File: src/rtl/hps_cmd_pkg.sv
// Shared constants for the HPS command assembler: framing bytes, register
// addresses, FSM state encodings and the saturating-increment helper.
package hps_cmd_pkg;

  localparam int         PAYLOAD_BYTES = 6;
  localparam logic [7:0] SYNC_BYTE     = 8'hFF;

  localparam logic [3:0] ADDR_DATA  = 4'd0;
  localparam logic [3:0] ADDR_ABORT = 4'd1;
  localparam logic [3:0] ADDR_CLEAR = 4'd2;

  typedef logic [1:0] state_t;
  localparam state_t ST_SYNC    = 2'd0;
  localparam state_t ST_PAYLOAD = 2'd1;
  localparam state_t ST_CSUM    = 2'd2;
  localparam state_t ST_HOLD    = 2'd3;

  function automatic logic [7:0] sat_inc8(input logic [7:0] value);
    return (value == 8'hFF) ? value : value + 8'd1;
  endfunction

endpackage

File: src/rtl/sat_counter8.sv
// 8-bit counter that sticks at 255; a clear on the same edge as an
// increment wins.
module sat_counter8
  import hps_cmd_pkg::*;
(
  input  logic       clk,
  input  logic       reset,
  input  logic       clear,
  input  logic       inc,
  output logic [7:0] count
);

  logic [7:0] count_r;

  // count register: reset, then clear, then saturating increment
  always_ff @(posedge clk) begin
    if (reset) begin
      count_r <= 8'd0;
    end else if (clear) begin
      count_r <= 8'd0;
    end else if (inc) begin
      count_r <= sat_inc8(count_r);
    end else begin
      count_r <= count_r;
    end
  end

  assign count = count_r;

endmodule

File: src/rtl/hps_cmd_assembler.sv
// Builds 48-bit render commands from byte-wide HPS writes (sync + payload,
// plus an XOR checksum byte when HPS_CMD_CHECKSUM_EN is defined).
module hps_cmd_assembler #(
  parameter int         PAYLOAD_BYTES = hps_cmd_pkg::PAYLOAD_BYTES,
  parameter logic [7:0] SYNC_BYTE     = hps_cmd_pkg::SYNC_BYTE
) (
  input  logic                       clk50,
  input  logic                       reset,
  input  logic [7:0]                 hps_writedata,
  input  logic                       hps_write,
  input  logic                       hps_chipselect,
  input  logic [3:0]                 hps_address,
  output logic                       cmd_valid,
  input  logic                       cmd_ready,
  output logic [8*PAYLOAD_BYTES-1:0] cmd_data,
  output logic [7:0]                 drop_count,
  output logic [7:0]                 err_count
);

  import hps_cmd_pkg::*;

  localparam int DATA_W = 8 * PAYLOAD_BYTES;
  localparam int IDX_W  = (PAYLOAD_BYTES > 2) ? $clog2(PAYLOAD_BYTES) : 1;
  localparam logic [IDX_W-1:0] LAST_IDX = IDX_W'(PAYLOAD_BYTES - 1);

  logic              wr_s, data_wr_s, abort_wr_s, clear_wr_s;
  state_t            state_r, state_nx;
  logic [IDX_W-1:0]  idx_r, idx_nx;
  logic [DATA_W-1:0] asm_r, asm_nx;
  logic              valid_r, valid_nx;
  logic              drop_inc_s;
`ifdef HPS_CMD_CHECKSUM_EN
  logic [7:0]        csum_r, csum_nx;
  logic              err_inc_s;
`endif

  assign wr_s       = hps_write & hps_chipselect;
  assign data_wr_s  = wr_s & (hps_address == ADDR_DATA);
  assign abort_wr_s = wr_s & (hps_address == ADDR_ABORT);
  assign clear_wr_s = wr_s & (hps_address == ADDR_CLEAR);

  // next-state, assembly and counter-increment decode
  always_comb begin
    state_nx   = state_r;
    idx_nx     = idx_r;
    asm_nx     = asm_r;
    valid_nx   = valid_r;
    drop_inc_s = 1'b0;
`ifdef HPS_CMD_CHECKSUM_EN
    csum_nx    = csum_r;
    err_inc_s  = 1'b0;
`endif
    case (state_r)
      ST_SYNC: begin
        if (data_wr_s && (hps_writedata == SYNC_BYTE)) begin
          state_nx = ST_PAYLOAD;
          idx_nx   = {IDX_W{1'b0}};
        end else if (data_wr_s) begin
          drop_inc_s = 1'b1;
        end else begin
          state_nx = ST_SYNC;
        end
      end
      ST_PAYLOAD: begin
        if (abort_wr_s) begin
          state_nx = ST_SYNC;
        end else if (data_wr_s) begin
          // framing is purely by count, so 0xFF here is ordinary payload
          asm_nx = {asm_r[DATA_W-9:0], hps_writedata};
          idx_nx = idx_r + IDX_W'(1);
`ifdef HPS_CMD_CHECKSUM_EN
          csum_nx = (idx_r == {IDX_W{1'b0}}) ? hps_writedata : (csum_r ^ hps_writedata);
`endif
          if (idx_r == LAST_IDX) begin
`ifdef HPS_CMD_CHECKSUM_EN
            state_nx = ST_CSUM;
`else
            state_nx = ST_HOLD;
            valid_nx = 1'b1;
`endif
          end else begin
            state_nx = ST_PAYLOAD;
          end
        end else begin
          state_nx = ST_PAYLOAD;
        end
      end
`ifdef HPS_CMD_CHECKSUM_EN
      ST_CSUM: begin
        if (abort_wr_s) begin
          state_nx = ST_SYNC;
        end else if (data_wr_s && (hps_writedata == csum_r)) begin
          state_nx = ST_HOLD;
          valid_nx = 1'b1;
        end else if (data_wr_s) begin
          state_nx  = ST_SYNC;
          err_inc_s = 1'b1;
        end else begin
          state_nx = ST_CSUM;
        end
      end
`endif
      ST_HOLD: begin
        // abort is ignored here: once raised, valid must not retract
        drop_inc_s = data_wr_s;
        if (valid_r && cmd_ready) begin
          state_nx = ST_SYNC;
          valid_nx = 1'b0;
        end else begin
          state_nx = ST_HOLD;
        end
      end
      default: begin
        state_nx = ST_SYNC;
        valid_nx = 1'b0;
      end
    endcase
  end

  // FSM and datapath registers
  always_ff @(posedge clk50) begin
    if (reset) begin
      state_r <= ST_SYNC;
      idx_r   <= {IDX_W{1'b0}};
      asm_r   <= {DATA_W{1'b0}};
      valid_r <= 1'b0;
`ifdef HPS_CMD_CHECKSUM_EN
      csum_r  <= 8'd0;
`endif
    end else begin
      state_r <= state_nx;
      idx_r   <= idx_nx;
      asm_r   <= asm_nx;
      valid_r <= valid_nx;
`ifdef HPS_CMD_CHECKSUM_EN
      csum_r  <= csum_nx;
`endif
    end
  end

  assign cmd_valid = valid_r;
  assign cmd_data  = asm_r;

  sat_counter8 u_drop (
    .clk   (clk50),
    .reset (reset),
    .clear (clear_wr_s),
    .inc   (drop_inc_s),
    .count (drop_count)
  );

`ifdef HPS_CMD_CHECKSUM_EN
  sat_counter8 u_err (
    .clk   (clk50),
    .reset (reset),
    .clear (clear_wr_s),
    .inc   (err_inc_s),
    .count (err_count)
  );
`else
  assign err_count = 8'd0;
`endif

endmodule

File: config.mk
export PLATFORM = sky130hd
export DESIGN_NAME = hps_cmd_assembler
export DESIGN_NICKNAME = d
export VERILOG_FILES = /design/src/rtl/hps_cmd_pkg.sv /design/src/rtl/sat_counter8.sv /design/src/rtl/hps_cmd_assembler.sv
export SDC_FILE = /design/constraint.sdc
export NUM_CORES = 1
export LEC_CHECK = 0
export CAP_MARGIN = 0
export CORE_ASPECT_RATIO = 1.5
export CORE_MARGIN = 3
export CORE_UTILIZATION = 40
export CTS_BUF_LIST = sky130_fd_sc_hd__clkbuf_8 sky130_fd_sc_hd__clkbuf_16
export DETAILED_ROUTE_END_ITERATION = 8
export PLACE_DENSITY = 0.75
export REMOVE_ABC_BUFFERS = 1
export SLEW_MARGIN = 30
export SYNTH_ARGS = -nofsm -noshare
export SYNTH_HDL_FRONTEND = slang
export SYNTH_HIERARCHICAL = 1
export SYNTH_SLANG_ARGS = --single-unit
File: constraint.sdc
create_clock -name clk50 -period 5.2 [get_ports clk50]
set_clock_uncertainty 0.05 [all_clocks]
set_input_delay 1.04 -clock clk50 [delete_from_list [all_inputs] [get_ports clk50]]
set_output_delay 1.04 -clock clk50 [all_outputs]
set_load 0.01 [all_outputs]
==> impl_results.md, run 1 <==
* Slew @ Worst Pin at about 900 ps
* Mapped Cells at between 300 and 400
* Post-Syn Area at around 2600 sq um
* Chip Height at about 110 um
* Placed Area at between 3000 and 4000 sq um
* Syn avg cell area at slightly above 8 sq um
* Max stage delay cell, worst path: a211oi_1
* Largest net degree at the start of global routing at 62
* GPL Wtd Cong at between 0.8 and 0.9
* Antenna Cells at 0
* Initial antenna violation count at 0
* Final ANT Viol Nets at 0
* Final min period at 3417 ps
* Slew Viols, Final at 0
* Outcome: completed
* Max_slew headroom at 0.3840
* FF/Latch Area at roughly 1200 sq um
* Detailed Route Iter0 Violations at 137
* Die area at around 7600 sq um
* Area grow syn2layout at 34.36%
* Asr flop ratio synth at 0
* Core area at 6262 sq um
* Worst-skew pair later-pin latency at 320 ps
* CTS root buffer: clkbuf_8
* Via count of the first global-routing pass at 2244
* Max Fclk at 292.7 MHz
* Post-CTS Repair Setup Buffers at 0
* Synth area leader: dfxtp_1
* RSZ-0062 raised after global routing: no
* Global-route usage over all layers at 0.1663
* DR vias/cell at ~5.1
* Yosys top cell area share at 0.4695
* Ratio of final minimum period to clock period at 0.6571
* Max-cap violation count at 0
* Initial Util at 0.4222
* Cts bufs inserted at 9
* Multi-input combinational cell area at 1255 sq um
* Vias at ~2400
* Fin util at 0.5672
* Final setup viols at 0
* Fillers at 602
* Fin nets at just over 400
* Number of synthesized flops with an enable pin at 0
* Buffers & Inverters on Critical Path at 1
* CP startpoint kind: input pin
* Final hold viol count at 0
* First-pass GRT wire length at roughly 10000 um
* Cell area after layout at between 3000 and 4000 sq um
* Std cell rows at 35
* CTS tree: yes
* Post-DP HPWL at between 4000 and 5000 um
* Htree depth at 3
* Kind of critical path: in -> reg
* Clock Path Buffers at 2
* Setup crit end kind: flop
* Synth top area cells: dfxtp_1 (47%), nand2_1 (14%), a21oi_1 (10%), ha_1 (3.3%), buf_4 (2.6%)
* Setup TNS Final at 0 ps
* Post_cts resized at 0
* Synthesized flop and latch total at between 60 and 70
* Type of the most critical hold path: reg -> reg
* CTS Hold Bufs at 0
* Synth warn at 6
* Top FF cell, synth: dfxtp_1
* Crit path largest cell delay at about 730 ps
* Worst vdd ir at 0.1341 mV
* CP Max Fanout at 6
* Worst path cell trace: clkdlybuf4s50_1, nand4bb_1, or3_1, a211oi_1, nand4_4, a2111oi_4, mux2i_1
* Critical path's top delay family: compound AO/OA/AOI/OAI gates
* Global route overflow at 0
* I/O pin total at between 80 and 90
* Sequential area share after synthesis at 0.4695
* Proportion of layout cells with a drive suffix above 1 at 0.06905
* Synth unique cells at 43
* PwrDens at 261.0 nW/um^2
* Sink Count at 62
* WP data arrival at ~3600 ps
* Critical Path RT at 5400 ps
* PortBufs at between 70 and 80
* Clk slew on worst S/H paths at around 70 ps
* Drt total wl at slightly above 6000 um
* Pleak at 0.001196 uW
* Remaining DRCs at 0
* Mean routed wirelength per cell at around 13 um
* Die span in x at around 72 um
* First-pass DRT Iterations at 4
logic make-up (layout without fill, tap and decap cells):
logic type	Yosys count	in the layout	share of synthesized area
other	1	8	0.001418
AND/OR/NAND/NOR	137	137	0.2395
flip-flops	62	62	0.4695
buffers and inverters	34	98	0.06720
AO/OA/AOI/OAI	76	76	0.1780
adder cells (fa/ha/maj)	7	7	0.03313
multiplexers	3	3	0.01136
power breakdown:
part           internal [uW]  leakage, uW  switching [uW]
clock                    243     0.000108             175
sequential               475     0.000499           0.347
combinational           14.2     0.000589            18.6
registers in the layout (all words and copies together), names as in the netlist:
name and count:
state_r 2, cmd_data 48, u_drop/count 8, cmd_valid 1, idx_r 3
stage by stage:
step	instances	worst slack (ps)	total power [uW]	hold WS, ps
after floorplan	302	2159	495.4	424.5
after global placement	449	1597	517.7	391.7
after detailed placement	449	1508	518.4	398.7
after CTS	465	1810	940.3	408.0
after global routing	465	1645	967.9	429.1
final	465	1783	927.0	405.0
layout make-up:
type,instances,area share
sequential,62,0.3494
tap,74,0.02607
multi-input combinational,231,0.3533
clock inverter,5,0.01409
inverter,9,0.009510
timing repair buffer,73,0.2050
clock buffer,11,0.04262
Yosys cell counts, drive strengths merged, types with 2 or more instances:
library cell  instances
nor3                  7
dfxtp                62
nor3b                 2
a41oi                 2
nand4                 5
and3                  2
buf                  17
a21oi                53
o41ai                 2
o21ba                 3
nand2               102
o21ai                 3
clkbuf                8
or4                   2
a21boi                2
mux2i                 3
inv                   9
ha                    7
and2                  2
or3                   3
a31oi                 2
a211oi                5
nand3                 2
nor2                  3
path summary, 6_finish.rpt:
path / from / endpoint / cells past startpoint / slack, ps
max: hps_address[3] / u_drop/count[5]$_SDFFE_PP0P_ / 7 / 1780
max reg2reg: state_r[1]$_SDFFE_PP0P_ / u_drop/count[5]$_SDFFE_PP0P_ / 7 / 2640
min: cmd_data[40]$_SDFFE_PP0P_ / cmd_data[40]$_SDFFE_PP0P_ / 2 / 410
min reg2reg: cmd_data[40]$_SDFFE_PP0P_ / cmd_data[40]$_SDFFE_PP0P_ / 2 / 410
tightest hold or removal path: cells and delay by family, from the launching register on:
family / cells / cell delay [ps]
AND/OR/NAND/NOR: 1 / 50
flip-flops: 1 / 310
AO/OA/AOI/OAI: 1 / 50
placed cells by master, fill, tap and decap left out, drive strengths merged, types with 3 or more instances in the layout:
cell	synthesis	routed
nand2	102	102
clkdlybuf4s50	0	72
dfxtp	62	62
a21oi	53	53
inv	9	11
clkbuf	8	11
conb	1	8
nor3	7	7
ha	7	7
a211oi	5	5
nand4	5	5
or3	3	3
o21ba	3	3
nor2	3	3
mux2i	3	3
o21ai	3	3
layer usage:
layer / track usage / vias up / routed length, um
li1: - / 1205 / -
met1: 0.1966 / 1082 / 2679
met2: 0.2810 / 77 / 3048
met3: 0.04389 / 13 / 323
met4: 0.06596 / 0 / 121
met5: 0 / - / 0
Note: power is estimated with default switching activity, not from simulation.
==> run 2: changes to the inputs <==
Settings changed: PLACE_DENSITY 0.75 to 0.78.
Clock period 5.2 ns to 2.8 ns, I/O delays scaled along.
==> run 2 against run 1 <==
Die area did not move. Global-route usage fell by 0.24 points. Non-clock buffer count increased by 6. Clock-buffer cell count stayed put. Total power grew 79%.
==> impl_results.md, run 2 (synthesis gave the netlist of run 1 again) <==
* Outcome: completed
* Final setup viols at 0 (unchanged)
* Kind of critical path: in -> reg
* First-pass DRT Iterations at 4 (unchanged)
* Post-DP HPWL at 4257 um (+2.3%)
* Most frequent cells in the layout: nand2_1 (102), clkdlybuf4s50_1 (72), dfxtp_1 (62)
* Slew @ Worst Pin at 655.8 ps (-268.1 ps)
* Slew Viols, Final at 0 (unchanged)
* Sequential cell fraction of total power at 0.533 (+0.020)
* DR vias/cell at 5.140 (+0.55%)
* PortBufs at 73 (unchanged)
* Clock Path Buffers at 2 (unchanged)
* Drt total wl at 6087 um (-1.4%)
* Max_slew headroom at 0.5594 (+0.1754)
* Final min period at 2568 ps
* Detailed Route Iter0 Violations at 121 (-12%)
* Global-route usage over all layers at 0.1639 (-0.002421)
* Initial antenna violation count at 0 (unchanged)
* Psw at 378.8 uW (+95%)
* Combinational Power Share at 0.037 (+0.002)
* Chip Height at 105.6 um (unchanged)
* Max-cap violation count at 0 (unchanged)
* Clk slew on worst S/H paths at 70 ps (about the same)
* Switch share at 0.2287 (+0.01897)
* CTS tree: yes
* Buffers & Inverters on Critical Path at 2 (+1)
* Most common cell after layout, fill and taps aside: nand2_1
* Cell area after layout at 3601 sq um (+1.4%)
* Mean routed wirelength per cell at 12.92 um (-2.6%)
* CP startpoint kind: input pin
* Crit path largest cell delay at 410 ps (-320 ps)
* Initial Util at 0.4222 (unchanged)
* Core area at 6262 sq um (unchanged)
* RSZ-0062 raised after global routing: no
* CP Max Fanout at 6 (unchanged)
* Fin nets at 416 (+1.5%)
* GPL Wtd Cong at 0.8012 (-6.6%)
* Final ANT Viol Nets at 0 (unchanged)
* Fillers at 584 (-3.0%)
* CTS Hold Bufs at 0 (unchanged)
* First-pass GRT wire length at 10050 um (-2.4%)
* Fin util at 0.5750 (+0.007792)
* Post_cts resized at 0 (unchanged)
* Vias at 2421 (+1.9%)
* Htree depth at 3 (unchanged)
* Antenna Cells at 0 (unchanged)
* Remaining DRCs at 0 (unchanged)
* I/O pin total at 82 (unchanged)
* Sink Count at 62 (unchanged)
* Critical path's top delay family: simple AND/OR/NAND/NOR gates
* Ratio of final minimum period to clock period at 0.9170
* Worst path cell trace: clkdlybuf4s50_1, nand4bb_1, or3_1, a211oi_1, buf_4, nand4_4, a2111oi_4, mux2i_1
* Final hold viol count at 0 (unchanged)
* Cts bufs inserted at 9 (unchanged)
* Largest net degree at the start of global routing at 49 (-21%)
* Post-CTS Repair Setup Buffers at 0 (unchanged)
* PwrDens at 460.0 nW/um^2 (+76%)
* Largest register FFs at 48 (unchanged)
* Global route overflow at 0 (unchanged)
* CTS root buffer: clkbuf_8
* Placed Area at 3416 sq um (+1.9%)
* FF/Latch Area at 1241 sq um (unchanged)
* Pleak at 0.001215 uW (+1.6%)
* Die span in x at 72.38 um (unchanged)
* WP data arrival at 2770 ps (-840 ps)
* Std cell rows at 35 (unchanged)
* Proportion of layout cells with a drive suffix above 1 at 0.08564 (+0.01659)
* Worst vdd ir at 0.3503 mV (+160%)
* Area grow syn2layout at 36.20%
* Critical Path RT at 3000 ps (-2400 ps)
* Setup crit end kind: flop
* Multi-input combinational cell area at 1252 sq um (-0.20%)
* Internal power at 1278 uW (+74%)
* Worst-skew pair later-pin latency at 330 ps (about the same)
* Type of the most critical hold path: reg -> reg
* Max stage delay cell, worst path: clkdlybuf4s50_1
* Die area at 7641 sq um (unchanged)
* Max Fclk at between 300 and 400 MHz
* Via count of the first global-routing pass at 2231 (-0.58%)
* Clk network pwr share at 0.430 (-0.022)
## run 2: cell count changes in the layout (fill, tap and decap cells not counted), sizes merged
cell	change
clkinvlp	+1
bufinv	-1
inv	-2
buf	+6
clkinv	+2
## run 2: layout make-up
class / count / share of cell area
multi-input combinational: 231 / 0.3478
clock buffer: 11 / 0.04204
timing repair buffer: 79 / 0.2210
tap: 74 / 0.02571
clock inverter: 5 / 0.009382
sequential: 62 / 0.3447
inverter: 9 / 0.009382
## run 2: worst paths after layout
kind / slack, ps / start / endpoint / cells past startpoint
setup reg to reg: 570 / state_r[1]$_SDFFE_PP0P_ / u_drop/count[5]$_SDFFE_PP0P_ / 8
hold reg to reg: 400 / cmd_data[43]$_SDFFE_PP0P_ / cmd_data[43]$_SDFFE_PP0P_ / 2
setup / recovery: 230 / hps_address[2] / u_drop/count[5]$_SDFFE_PP0P_ / 8
hold / removal: 400 / cmd_data[43]$_SDFFE_PP0P_ / cmd_data[43]$_SDFFE_PP0P_ / 2
## run 2: metal layers
metal  part of all wire  wire [um]  track usage
met5                  0          0            0
met4              0.017        105      0.08575
met3              0.067        406      0.03340
met2               0.48       2948       0.2640
met1               0.43       2627       0.2021
## run 2: metrics by stage
stage	setup WS [ps]	power, uW	instances	TNS, ps	hold slack, ps
floorplan	239.2	920.1	302	0	424.5
global placement	8.055	963.3	455	0	390.9
detailed placement	-74.23	964.2	455	-74.23	396.4
CTS	279.5	1679	471	0	406.3
global route	71.96	1718	471	0	421.7
finish	232.3	1656	471	0	404.9
## run 2: worst reg2reg max path: cells and delay by family, from the launching register on
family / cells / cell delay (ps)
AO/OA/AOI/OAI: 3 / 800
flip-flops: 1 / 330
buffers and inverters: 2 / 300
adder cells (fa/ha/maj): 1 / 270
multiplexers: 1 / 260
AND/OR/NAND/NOR: 1 / 140
## run 2: power groups by stage
stage,clock network (uW),registers [uW],logic [uW]
after floorplan,0,903,17.3
after global placement,0,903,60.6
after detailed placement,0,903,61.4
after CTS,735,882,61.7
after global routing,768,882,68.0
final,712,883,61.9
